**config.mk**
```make
export PLATFORM = sky130hd
export DESIGN_NAME = icache_ctrl
export DESIGN_NICKNAME = d
export VERILOG_FILES = /design/src/rtl/icache_pkg.sv /design/src/rtl/icache_word_sel.sv /design/src/rtl/icache_ctrl.sv
export SDC_FILE = /design/constraint.sdc
export NUM_CORES = 1
export LEC_CHECK = 0
export BUFFER_PORTS_ARGS = -buffer_cell sky130_fd_sc_hd__buf_2
export CAP_MARGIN = 25
export CORE_MARGIN = 2
export CORE_UTILIZATION = 50
export CTS_CLUSTER_SIZE = 24
export DETAILED_ROUTE_END_ITERATION = 10
export PLACE_DENSITY = 0.69
export RECOVER_POWER = 100
export SYNTH_ARGS = -nofsm -noshare
export SYNTH_HDL_FRONTEND = slang
export SYNTH_HIERARCHICAL = 1
export SYNTH_SLANG_ARGS = --single-unit
```
**constraint.sdc**
```tcl
create_clock -name CLK -period 33.1 [get_ports CLK]
set_clock_uncertainty 0.2 [all_clocks]
set_input_delay 4.965 -clock CLK [delete_from_list [all_inputs] [get_ports CLK]]
set_output_delay 4.965 -clock CLK [all_outputs]
set_load 0.02 [all_outputs]
```
**src/rtl/icache_pkg.sv**
```systemverilog
// icache_pkg: shared constants for the direct-mapped instruction cache.
//   - FSM state encoding (IDLE, MEM_READ_ST, UPDATE)
//   - block geometry (16-byte blocks, 4 words)
//   - bit positions used to split a fetch address into offset/index/tag
package icache_pkg;

   // FSM encoding, kept as plain 2-bit constants for legacy compatibility
   localparam logic [1:0] IDLE        = 2'd0;
   localparam logic [1:0] MEM_READ_ST = 2'd1;
   localparam logic [1:0] UPDATE      = 2'd2;

   localparam int BLOCK_BYTES     = 16;
   localparam int WORDS_PER_BLOCK = 4;
   localparam int WORD_BITS       = 32;
   localparam int BLOCK_BITS      = WORDS_PER_BLOCK * WORD_BITS;

   // Address split: [1:0] byte-in-word (ignored), [3:2] word offset,
   // index starts at bit 4, tag sits above the index.
   localparam int OFFSET_LSB  = 2;
   localparam int OFFSET_MSB  = 3;
   localparam int OFFSET_BITS = OFFSET_MSB - OFFSET_LSB + 1;
   localparam int INDEX_LSB   = 4;

endpackage

```
**src/rtl/icache_word_sel.sv**
```systemverilog
// icache_word_sel: picks one 32-bit word out of a 128-bit cache block.
// Ports:
//   block_i  [127:0]  cache block, word w at bits [32w+31:32w]
//   offset_i [1:0]    word offset within the block
//   word_o   [31:0]   selected word
module icache_word_sel
   import icache_pkg::*;
(
   input  logic [BLOCK_BITS-1:0]  block_i,
   input  logic [OFFSET_BITS-1:0] offset_i,
   output logic [WORD_BITS-1:0]   word_o
);

   assign word_o = block_i[offset_i*WORD_BITS +: WORD_BITS];

endmodule

```
**src/rtl/icache_ctrl.sv**
```systemverilog
// icache_ctrl: direct-mapped, read-only instruction cache between the fetch
// stage and a block-wide instruction memory. Hits are answered in the same
// cycle; a miss stalls the CPU through BUSY_WAIT while a 128-bit block is
// refilled (IDLE -> MEM_READ_ST -> UPDATE -> IDLE).
// Ports:
//   CLK, RESET            clock (rising edge), synchronous active-high reset
//   ADDRESS[31:0], READ   fetch request from the PC stage
//   INSTRUCTION[31:0]     fetched word (valid when READ && !BUSY_WAIT)
//   BUSY_WAIT             stall to PC and IF/ID register
//   MEM_ADDRESS[27:0]     block address toward instruction memory
//   MEM_READ              block read request
//   MEM_READDATA[127:0]   refill block
//   MEM_BUSYWAIT          memory busy; data valid on first low cycle
//   HIT_COUNT, MISS_COUNT 32-bit statistics (only with ICACHE_STATS_EN)
// Optional feature macro: ICACHE_STATS_EN
module icache_ctrl
   import icache_pkg::*;
#(
   parameter int INDEX_BITS = 3,
   parameter int TAG_BITS   = 32 - 4 - INDEX_BITS
)(
   input  logic                    CLK,
   input  logic                    RESET,
   input  logic [31:0]             ADDRESS,
   input  logic                    READ,
   output logic [31:0]             INSTRUCTION,
   output logic                    BUSY_WAIT,
   output logic [27:0]             MEM_ADDRESS,
   output logic                    MEM_READ,
   input  logic [BLOCK_BITS-1:0]   MEM_READDATA,
`ifdef ICACHE_STATS_EN
   input  logic                    MEM_BUSYWAIT,
   output logic [31:0]             HIT_COUNT,
   output logic [31:0]             MISS_COUNT
`else
   input  logic                    MEM_BUSYWAIT
`endif
);

   localparam int NBLK = 1 << INDEX_BITS;

   // Address decode
   logic [OFFSET_BITS-1:0] offset;
   logic [INDEX_BITS-1:0]  index;
   logic [TAG_BITS-1:0]    tag;
   logic [1:0]             unused_addr_bits;

   assign offset           = ADDRESS[OFFSET_MSB:OFFSET_LSB];
   assign index            = ADDRESS[INDEX_LSB+INDEX_BITS-1:INDEX_LSB];
   assign tag              = ADDRESS[31:INDEX_LSB+INDEX_BITS];
   assign unused_addr_bits = ADDRESS[1:0];

   // Storage: only the valid bits are reset
   logic [BLOCK_BITS-1:0] data_q [NBLK];
   logic [TAG_BITS-1:0]   tag_q  [NBLK];
   logic [NBLK-1:0]       valid_q;

   // Refill bookkeeping: address latched on entry to MEM_READ_ST, block
   // captured on the edge memory completes
   logic [TAG_BITS-1:0]   ref_tag_q;
   logic [INDEX_BITS-1:0] ref_idx_q;
   logic [BLOCK_BITS-1:0] blk_q;

   logic [1:0] state_q, state_d;

   logic hit, miss_start, mem_done;
   logic [WORD_BITS-1:0] sel_word;

   assign hit        = valid_q[index] && (tag_q[index] == tag);
   assign miss_start = (state_q == IDLE) && READ && !hit;
   assign mem_done   = (state_q == MEM_READ_ST) && !MEM_BUSYWAIT;

   icache_word_sel u_word_sel (
      .block_i  (data_q[index]),
      .offset_i (offset),
      .word_o   (sel_word)
   );

   assign INSTRUCTION = hit ? sel_word : 32'h0000_0000;
   // Combinational so the pipeline freezes in the very cycle of the miss
   assign BUSY_WAIT   = (state_q != IDLE) || (READ && !hit);
   assign MEM_READ    = (state_q == MEM_READ_ST);
   assign MEM_ADDRESS = MEM_READ ? {ref_tag_q, ref_idx_q} : 28'h0;

   always_comb begin
      state_d = state_q;
      case (state_q)
         IDLE:        if (READ && !hit) state_d = MEM_READ_ST;
         MEM_READ_ST: if (!MEM_BUSYWAIT) state_d = UPDATE;
         UPDATE:      state_d = IDLE;
         default:     state_d = IDLE;
      endcase
   end

   always_ff @(posedge CLK) begin
      if (RESET) begin
         state_q   <= IDLE;
         valid_q   <= '0;
         ref_tag_q <= '0;
         ref_idx_q <= '0;
      end else begin
         state_q <= state_d;
         if (miss_start) begin
            ref_tag_q <= tag;
            ref_idx_q <= index;
         end
         if (state_q == UPDATE) valid_q[ref_idx_q] <= 1'b1;
      end
   end

   // Data/tag arrays are not reset; a block written during a reset edge
   // is harmless because its valid bit stays clear.
   always_ff @(posedge CLK) begin
      if (mem_done) blk_q <= MEM_READDATA;
      if (state_q == UPDATE) begin
         data_q[ref_idx_q] <= blk_q;
         tag_q[ref_idx_q]  <= ref_tag_q;
      end
   end

`ifdef ICACHE_STATS_EN
   logic        after_upd_q;
   logic [31:0] hit_cnt_q, miss_cnt_q;

   always_ff @(posedge CLK) begin
      if (RESET) begin
         after_upd_q <= 1'b0;
         hit_cnt_q   <= '0;
         miss_cnt_q  <= '0;
      end else begin
         after_upd_q <= (state_q == UPDATE);
         if (miss_start) miss_cnt_q <= miss_cnt_q + 32'd1;
         // The access that completes a refill is not a hit
         if ((state_q == IDLE) && READ && hit && !after_upd_q)
            hit_cnt_q <= hit_cnt_q + 32'd1;
      end
   end

   assign HIT_COUNT  = hit_cnt_q;
   assign MISS_COUNT = miss_cnt_q;
`endif

endmodule

```
; After elaboration in Yosys (flattened, before gate mapping)
; Memory sizes are Yosys's and may differ from the RTL's.
; Index checks and enable logic that the tools add are counted.
[op_classes]
order_cmp = 3
shift = 1
eq_ne = 5
reduce_logical = 12
n_bitwise = 1
muxes = 11
[ops]
columns = operator, count
row1 = 128-bit by 8-bit variable part select with 32-bit output, 1
row2 = 32-bit two-way mux, 1
row3 = 28-bit two-way mux, 1
row4 = 25-bit equality test, 1
row5 = "3-bit by 4-bit less-than comparator with 1-bit output, second input constant", 2
row6 = 8-bit OR, 1
row7 = 1-bit logical AND, 6
row8 = 1-bit two-way mux, 4
row9 = 2-bit two-way mux, 2
row10 = 2-bit case mux with 2 select lines, 1
row11 = 1-bit binary-select mux with 3-bit select, 1
row12 = 1-bit demux with 3-bit select, 1
row13 = "3-bit by 1-bit greater-or-equal comparator with 1-bit output, second input constant", 1
row14 = "2-bit by 1-bit equality test with 1-bit output, second input constant", 1
row15 = "2-bit equality test, second input constant", 1
row16 = 1-bit zero test, 2
row17 = 2-bit zero test, 1
row18 = "2-bit by 1-bit inequality test with 1-bit output, second input constant", 1
row19 = "2-bit inequality test, second input constant", 1
row20 = 2-bit AND reduction, 1
row21 = 2-bit nonzero test, 1
row22 = 1-bit logical OR, 1
[word_totals]
memories = 2
mem_bits_rw = 1224
output_inout_bits = 62
regBits = 166
[memory_table]
columns = name, words, word_bits, read_ports, rd_ports_with_merged_regs, write_ports, line_no
row1 = data_q, 8, 128, 1, 0, 1, icache_ctrl.sv:54  ; logic [BLOCK_BITS-1:0] data_q [NBLK];
row2 = tag_q, 8, 25, 1, 0, 1, icache_ctrl.sv:55  ; logic [TAG_BITS-1:0] tag_q [NBLK];

; Depth between registers and ports, before layout
; Gate-level depths: netlist of the first run.
[logic_depth]
word_depth = 7
ltp_mapped = 13
mapped_depth_nobuf = 8

; Modules after synthesis
; The synthesis of the first run kept the hierarchy.
[modules_own_cells]
columns = mod, instances, seq_area_each_um2, area_per_inst_um2, cells_each
row1 = icache_ctrl, 1, 41359.7, 51897.3, 2229
row2 = icache_word_sel, 1, 0.0, 814.5, 39

; Worst setup path after synthesis of the first run
; OpenSTA, ideal clock, no wires.
[synth_timing]
path_type = input port to flip-flop
start = input MEM_BUSYWAIT
end = register blk_q[0] (enable)
setup_slack_ps = 18528
stages = 1
setup_time_ps = 772
path_buffers = 0
required_time_ps = 32128
arrival_ps = 13600
path_cell_list = nor3_1
[synth_via]
elab_chain_len = 2
[synth_lines]
columns = item, line_no
row1 = "start, declared", icache_ctrl.sv:36  ; input logic MEM_BUSYWAIT
row2 = 1-bit zero test, -
row3 = 1-bit logical AND, icache_ctrl.sv:71  ; assign mem_done = (state_q == MEM_READ_ST) && !MEM_BUSYWAIT;
row4 = "end signal, assigned", icache_ctrl.sv:114  ; if (mem_done) blk_q <= MEM_READDATA;
row5 = "end, declared", icache_ctrl.sv:62  ; logic [BLOCK_BITS-1:0] blk_q;
; Every way passes these cells.
; A chain may end at the register's enable or synchronous reset.

; Worst setup path in the final report of the first run
[layout_timing]
start = input ADDRESS[4]
end = output INSTRUCTION[3]
[layout_via]
elab_chain_len = 4
[layout_lines]
columns = item, line_no
row1 = "start, declared", icache_ctrl.sv:24  ; input logic [31:0] ADDRESS,
row2 = "parallel branches: the longest is 3 deep, another holds memory read 8 x 128 bit", -
row3 = 32-bit two-way mux *, icache_ctrl.sv:79  ; assign INSTRUCTION = hit ? sel_word : 32'h0000_0000;
row4 = "end, declared", icache_ctrl.sv:26  ; output logic [31:0] INSTRUCTION,
; Mark *: on every way between the ends. The select of a mux whose other input is x is not followed.

==> impl_metrics.json, run 1 <==
{
  "r2r-end": "data_q[5][21]",
  "nNetsFinal": 2722,
  "hp-start": "valid_q[4]",
  "drtAntennaViolNets": 0,
  "tightest_slew_ns": 9.78,
  "async_reset_ff_share_pct": 0,
  "gp_congestion": 0.743,
  "fin_crit_sh_pct": 66.3,
  "grt_pass1_vias": 24900,
  "slew_violations": 1527,
  "hold_depth": 2,
  "synth_fp_nets": 2432,
  "netlist_area_mm2": 0.0527,
  "syn_inst": 2268,
  "grt_antenna_before_repair": 8,
  "die_y_um": 329,
  "grt_pass1_wl_um": 162000,
  "maxCapViolations": 30,
  "post_cts_resized": 0,
  "drc_errors": 0,
  "hold_class": "register to register",
  "synth_cell_types": 39,
  "via_per_inst": 5.87,
  "area_growth_pct": 12.7,
  "core_region_area_mm2": 0.105,
  "arrival_ns": 16.79,
  "ys_seq_area_share_pct": 78.5,
  "final_core_util_pct": 56.6,
  "ys_ff_latch": 1390,
  "path_clk_slew_ns": 0.06,
  "layout_setup_ws_ns": 11.15,
  "hold-path-endpoint": "valid_q[4]",
  "synth_edf_count": 1352,
  "p_leak_nw": 18.9,
  "grt_max_degree": 153,
  "top_layer": "met4",
  "cellPowerDensity_mw_per_mm2": 59.9,
  "ios": 226,
  "portBuffers": 223,
  "violations": "max-capacitance violations, max-slew violations",
  "routed_wl_um": 110000,
  "crit_required_ns": 27.93,
  "synth_warnings": 6,
  "fin_hold_ws_ns": 0.271,
  "cp-end-kind": "output port",
  "initial_core_util_pct": 50.2,
  "cts-root-buf": "clkbuf_16",
  "startpoint_type": "primary input",
  "htreeDepth": 4,
  "wl_met1_um": 45600,
  "ys.flop_type": "edfxtp_1",
  "dieArea_mm2": 0.108,
  "row_count": 119,
  "via_count": 23800,
  "drt_pass1_iterations": 5,
  "clock-sinks": 1390,
  "hold_violations": 0,
  "status": "finished with violations",
  "reg2regPathDepth": 4,
  "place_area_mm2": 0.0554,
  "ir_drop_mv": 0.0563,
  "rsz0062_at_grt": "no",
  "cts_tree": "yes",
  "fmax_mhz": 45.6,
  "place_ws_ns": 18.32,
  "die_x_um": 329,
  "cts_buffers": 139,
  "wl_met3_um": 7120,
  "cts_buffer_depth": 3,
  "cts_setup_buffers": 0,
  "drt_iter0_drc": 2519,
  "final_cell_mix": "edfxtp_1, mux4_2, buf_2, clkbuf_16, clkbuf_1",
  "wl_met2_um": 55300,
  "setup_tns_ns": 0,
  "final_cell_area_mm2": 0.0594,
  "ctsHoldBuffers": 0,
  "setup_violations": 0,
  "slew_headroom_pct": -552,
  "hpwlAfterDp_um": 57400,
  "layout-drive-gt1-share_pct": 29.8,
  "clk_latency_ns": 0.74,
  "crit_start": "ADDRESS[4]",
  "finalCriticalPeriod_ns": 21.95,
  "overflow": 0,
  "cp_max_fo": 115,
  "layout_commonest_cell": "edfxtp_1",
  "worst-setup-path-type": "primary input to output port",
  "wl_per_cell_um": 27.2,
  "rr_startpoint": "state_q[1]",
  "synth.avg_cell_area_um2": 23.2,
  "r2r_slack_ns": 22.25,
  "grt_usage_pct": 20.7
}
## how the worst max path moves through the flow
stage	endpoint	slack (ns)	cells after the start
2_1_floorplan	blk_q[0]	18.53	1
4_1_cts	INSTRUCTION[25]	18.33	11
3_5_place_dp	INSTRUCTION[25]	18.32	11
3_3_place_gp	BUSY_WAIT	18.35	11
6_report	INSTRUCTION[3]	11.15	10
5_1_grt	INSTRUCTION[25]	9.15	10
## cell families (layout without fill, tap and decap cells)
logic type,after synthesis,count (layout),share of synthesized area [%]
muxes,506,506,17.4
and+or+nand+nor,147,147,1.58
buffers and inverters,118,511,1.13
DFF,1390,1390,78.5
xor gates and xnor gates,23,23,0.382
AOI/OAI and AO/OA,84,84,0.995
other,0,2,0
## power by group
part	internal [mW]	total [mW]	switching, mW
sequential	1.94	1.95	0.0153
clock	0.829	1.46	0.632
combinational	0.0716	0.143	0.0716
## cell usage after synthesis (6+ instances only)
master	n	share of area (%)
nor3_1	6	0.057
clkbuf_1	61	0.43
a221oi_1	10	0.17
a21oi_1	28	0.27
o21ai_0	27	0.26
buf_1	8	0.057
mux2i_1	62	1.2
edfxtp_1	1352	77
xnor2_1	23	0.38
buf_2	34	0.32
mux4_2	311	13
a22o_1	12	0.20
and2_1	62	0.74
nand3_1	29	0.28
dfxtp_1	38	1.4
nor2_1	27	0.19
mux2_2	128	2.7
## through the flow
step	cells	total power, mW
4_1_cts	4050	3.58
3_5_place_dp	3806	2.13
6_report	4054	3.56
3_3_place_gp	3806	2.13
2_1_floorplan	2268	2.08
5_1_grt	4053	3.66
## worst max-delay path: stages
cell and delay (ns):
buf_8 0.50, clkbuf_1 6.77, nor2_1 1.24, a221oi_1 0.92
xnor2_1 0.22, nand4_1 0.14, nor4_1 0.39, buf_4 0.79
and2_0 0.41, buf_2 0.24
## flip-flops by register name, indices dropped and copies added, names as in the netlist
name	count
ref_idx_q	3
valid_q	8
blk_q	128
ref_tag_q	25
state_q	2
data_q	1024
tag_q	200
## cell type report
class	instances	area, um^2
flip-flops and latches	1390	41400
clock buffers	178	3780
repair buffers	265	1300
inverters	2	7.51
diodes	2	5.00
fillers	7651	45600
multi-input cells	760	10700
clock inverters	66	445
well taps	1391	1740
## per-layer routing
metal  track usage (%)  vias to the layer above
met5                 0                        -
met4              6.21                        0
met3              3.69                      169
met2              33.9                      853
met1              28.7                    12700
li1                  -                    10100
Power figures use the tool's default switching activity.
==> inputs of run 2 (changes only) <==
--- a/config.mk
+++ b/config.mk
@@ -11,7 +11,7 @@
 export CORE_UTILIZATION = 50
 export CTS_CLUSTER_SIZE = 24
 export DETAILED_ROUTE_END_ITERATION = 10
-export PLACE_DENSITY = 0.69
+export PLACE_DENSITY = 0.71
 export RECOVER_POWER = 100
 export SYNTH_ARGS = -nofsm -noshare
 export SYNTH_HDL_FRONTEND = slang
==> constraint.sdc (replaced) <==
create_clock -name CLK -period 18.85 [get_ports CLK]
set_clock_uncertainty 0.2 [all_clocks]
set_input_delay 2.8275 -clock CLK [delete_from_list [all_inputs] [get_ports CLK]]
set_output_delay 2.8275 -clock CLK [all_outputs]
set_load 0.02 [all_outputs]
==> run 2 against run 1 <==
  * Flip-flop and latch count did not move
  * Hold slack improved by 0.0054 ns
  * Final area rose by 0.29%
  * Wire length fell by 2.0%
  * Critical path type unchanged
  * The flow still finishes with violations (max-capacitance violations, max-slew violations)
  * Global-route usage fell by 0.34 points
==> impl_metrics.json, run 2 (same netlist as run 1, synthesis figures left out) <==
{
  "status": "finished with violations",
  "violations": "max-capacitance violations, max-slew violations",
  "grt_usage_pct": 20.4,
  "ir_drop_mv": 0.0638,
  "wl_per_cell_um": 26.7,
  "layout_setup_ws_ns": 5.31,
  "fin_hold_ws_ns": 0.277,
  "slew_violations": 1532,
  "drtAntennaViolNets": 0,
  "clk_latency_ns": 0.74,
  "reg2regPathDepth": 4,
  "layout-drive-gt1-share_pct": 30.1,
  "place_area_mm2": 0.0555,
  "post_cts_resized": 0,
  "p_leak_nw": 18.9,
  "slew_headroom_pct": -547,
  "gp_congestion": 0.739,
  "core_region_area_mm2": 0.105,
  "fin_crit_sh_pct": 71.8,
  "path_clk_slew_ns": 0.06,
  "reg.largest.list": "data_q: 1024 flops, tag_q: 200 flops, blk_q: 128 flops",
  "ctsHoldBuffers": 0,
  "hold_violations": 0,
  "rsz0062_at_grt": "no",
  "routed_wl_um": 108000,
  "cts-root-buf": "clkbuf_16",
  "cp-end-kind": "output port",
  "ios": 226,
  "initial_core_util_pct": 50.2,
  "grt_pass1_vias": 25100,
  "area_growth_pct": 13.0,
  "drt_pass1_iterations": 7,
  "via_count": 23800,
  "cts_setup_buffers": 0,
  "layout.cells.non_filler": 4050,
  "largest_register_ffs": 1024,
  "hold_depth": 2,
  "place_ws_ns": 8.47,
  "cp_max_fo": 75,
  "finalCriticalPeriod_ns": 13.54,
  "cellPowerDensity_mw_per_mm2": 106,
  "multiInputGateArea_mm2": 0.0108,
  "row_count": 119,
  "via_per_inst": 5.88,
  "portBuffers": 223,
  "arrival_ns": 10.51,
  "grt_antenna_before_repair": 9,
  "nNetsFinal": 2712,
  "tightest_slew_ns": 9.70,
  "drt_iter0_drc": 2481,
  "final_core_util_pct": 56.7,
  "cts_buffer_depth": 3,
  "regArea_mm2": 0.0414,
  "overflow": 0,
  "setup_tns_ns": 0,
  "dieArea_mm2": 0.108,
  "final_cell_area_mm2": 0.0596,
  "worst-setup-path-type": "primary input to output port",
  "drc_errors": 0,
  "startpoint_type": "primary input",
  "final_cell_mix": "edfxtp_1, mux4_2, buf_2, clkbuf_16, clkbuf_1",
  "regMostFlops": "data_q",
  "hold_class": "register to register",
  "dp.cells": 3797,
  "layout_commonest_cell": "edfxtp_1",
  "cts_buffers": 140,
  "setup_violations": 0,
  "cts_tree": "yes",
  "clock-sinks": 1390,
  "die_x_um": 329,
  "hpwlAfterDp_um": 53800,
  "grt_max_degree": 154,
  "fmax_mhz": 73.9,
  "maxCapViolations": 21,
  "htreeDepth": 4,
  "crit_required_ns": 15.82,
  "total_power_mw": 6.33,
  "grt_pass1_wl_um": 161000,
  "die_y_um": 329,
  "nFillCells": 7551
}
==> run 2: path summary, 6_finish.rpt <==
path / start / end / slack, ns
worst min-delay path: valid_q[7] / valid_q[7] / 0.28
worst max-delay path: ADDRESS[4] / INSTRUCTION[10] / 5.31
worst min register to register: valid_q[7] / valid_q[7] / 0.28
worst max register to register: state_q[1] / tag_q[0][8] / 8.13
==> run 2: power by group <==
| group | total [mW] | switching, mW | internal [mW] |
|---|---|---|---|
| sequential | 3.43 | 0.0275 | 3.41 |
| combinational | 0.246 | 0.127 | 0.119 |
| clock | 2.65 | 1.12 | 1.53 |
==> run 2: final cells by class <==
cell class              count  share of cell area [%]
flip-flops and latches   1390                    69.4
multi-input cells         760                    18.1
clock buffers             185                    6.30
well taps                1391                    2.92
repair buffers            254                    2.10
clock inverters            67                    1.11
inverters                   2                  0.0126
diodes                      1                 0.00420
==> run 2: critical path: stages <==
cell and delay (ns):
buf_8 0.59, clkbuf_1 2.63, mux4_2 0.74, mux2i_1 0.28, xnor2_1 0.12, nor4_1 0.28, nand3_1 0.23, nor4_1 0.53
clkbuf_1 1.52, and2_1 0.28, clkbuf_1 0.24
==> run 2: metal layers <==
| metal | GRT usage, % | vias to the layer above | wire, um | share of wire, % |
|---|---|---|---|---|
| li1 | - | 10100 | - | - |
| met1 | 28.6 | 12700 | 45500 | 42 |
| met2 | 33.0 | 845 | 53600 | 50 |
| met3 | 3.69 | 164 | 6900 | 6.4 |
| met4 | 6.17 | 2 | 2150 | 2.0 |
| met5 | 0 | - | 11 | 0.010 |
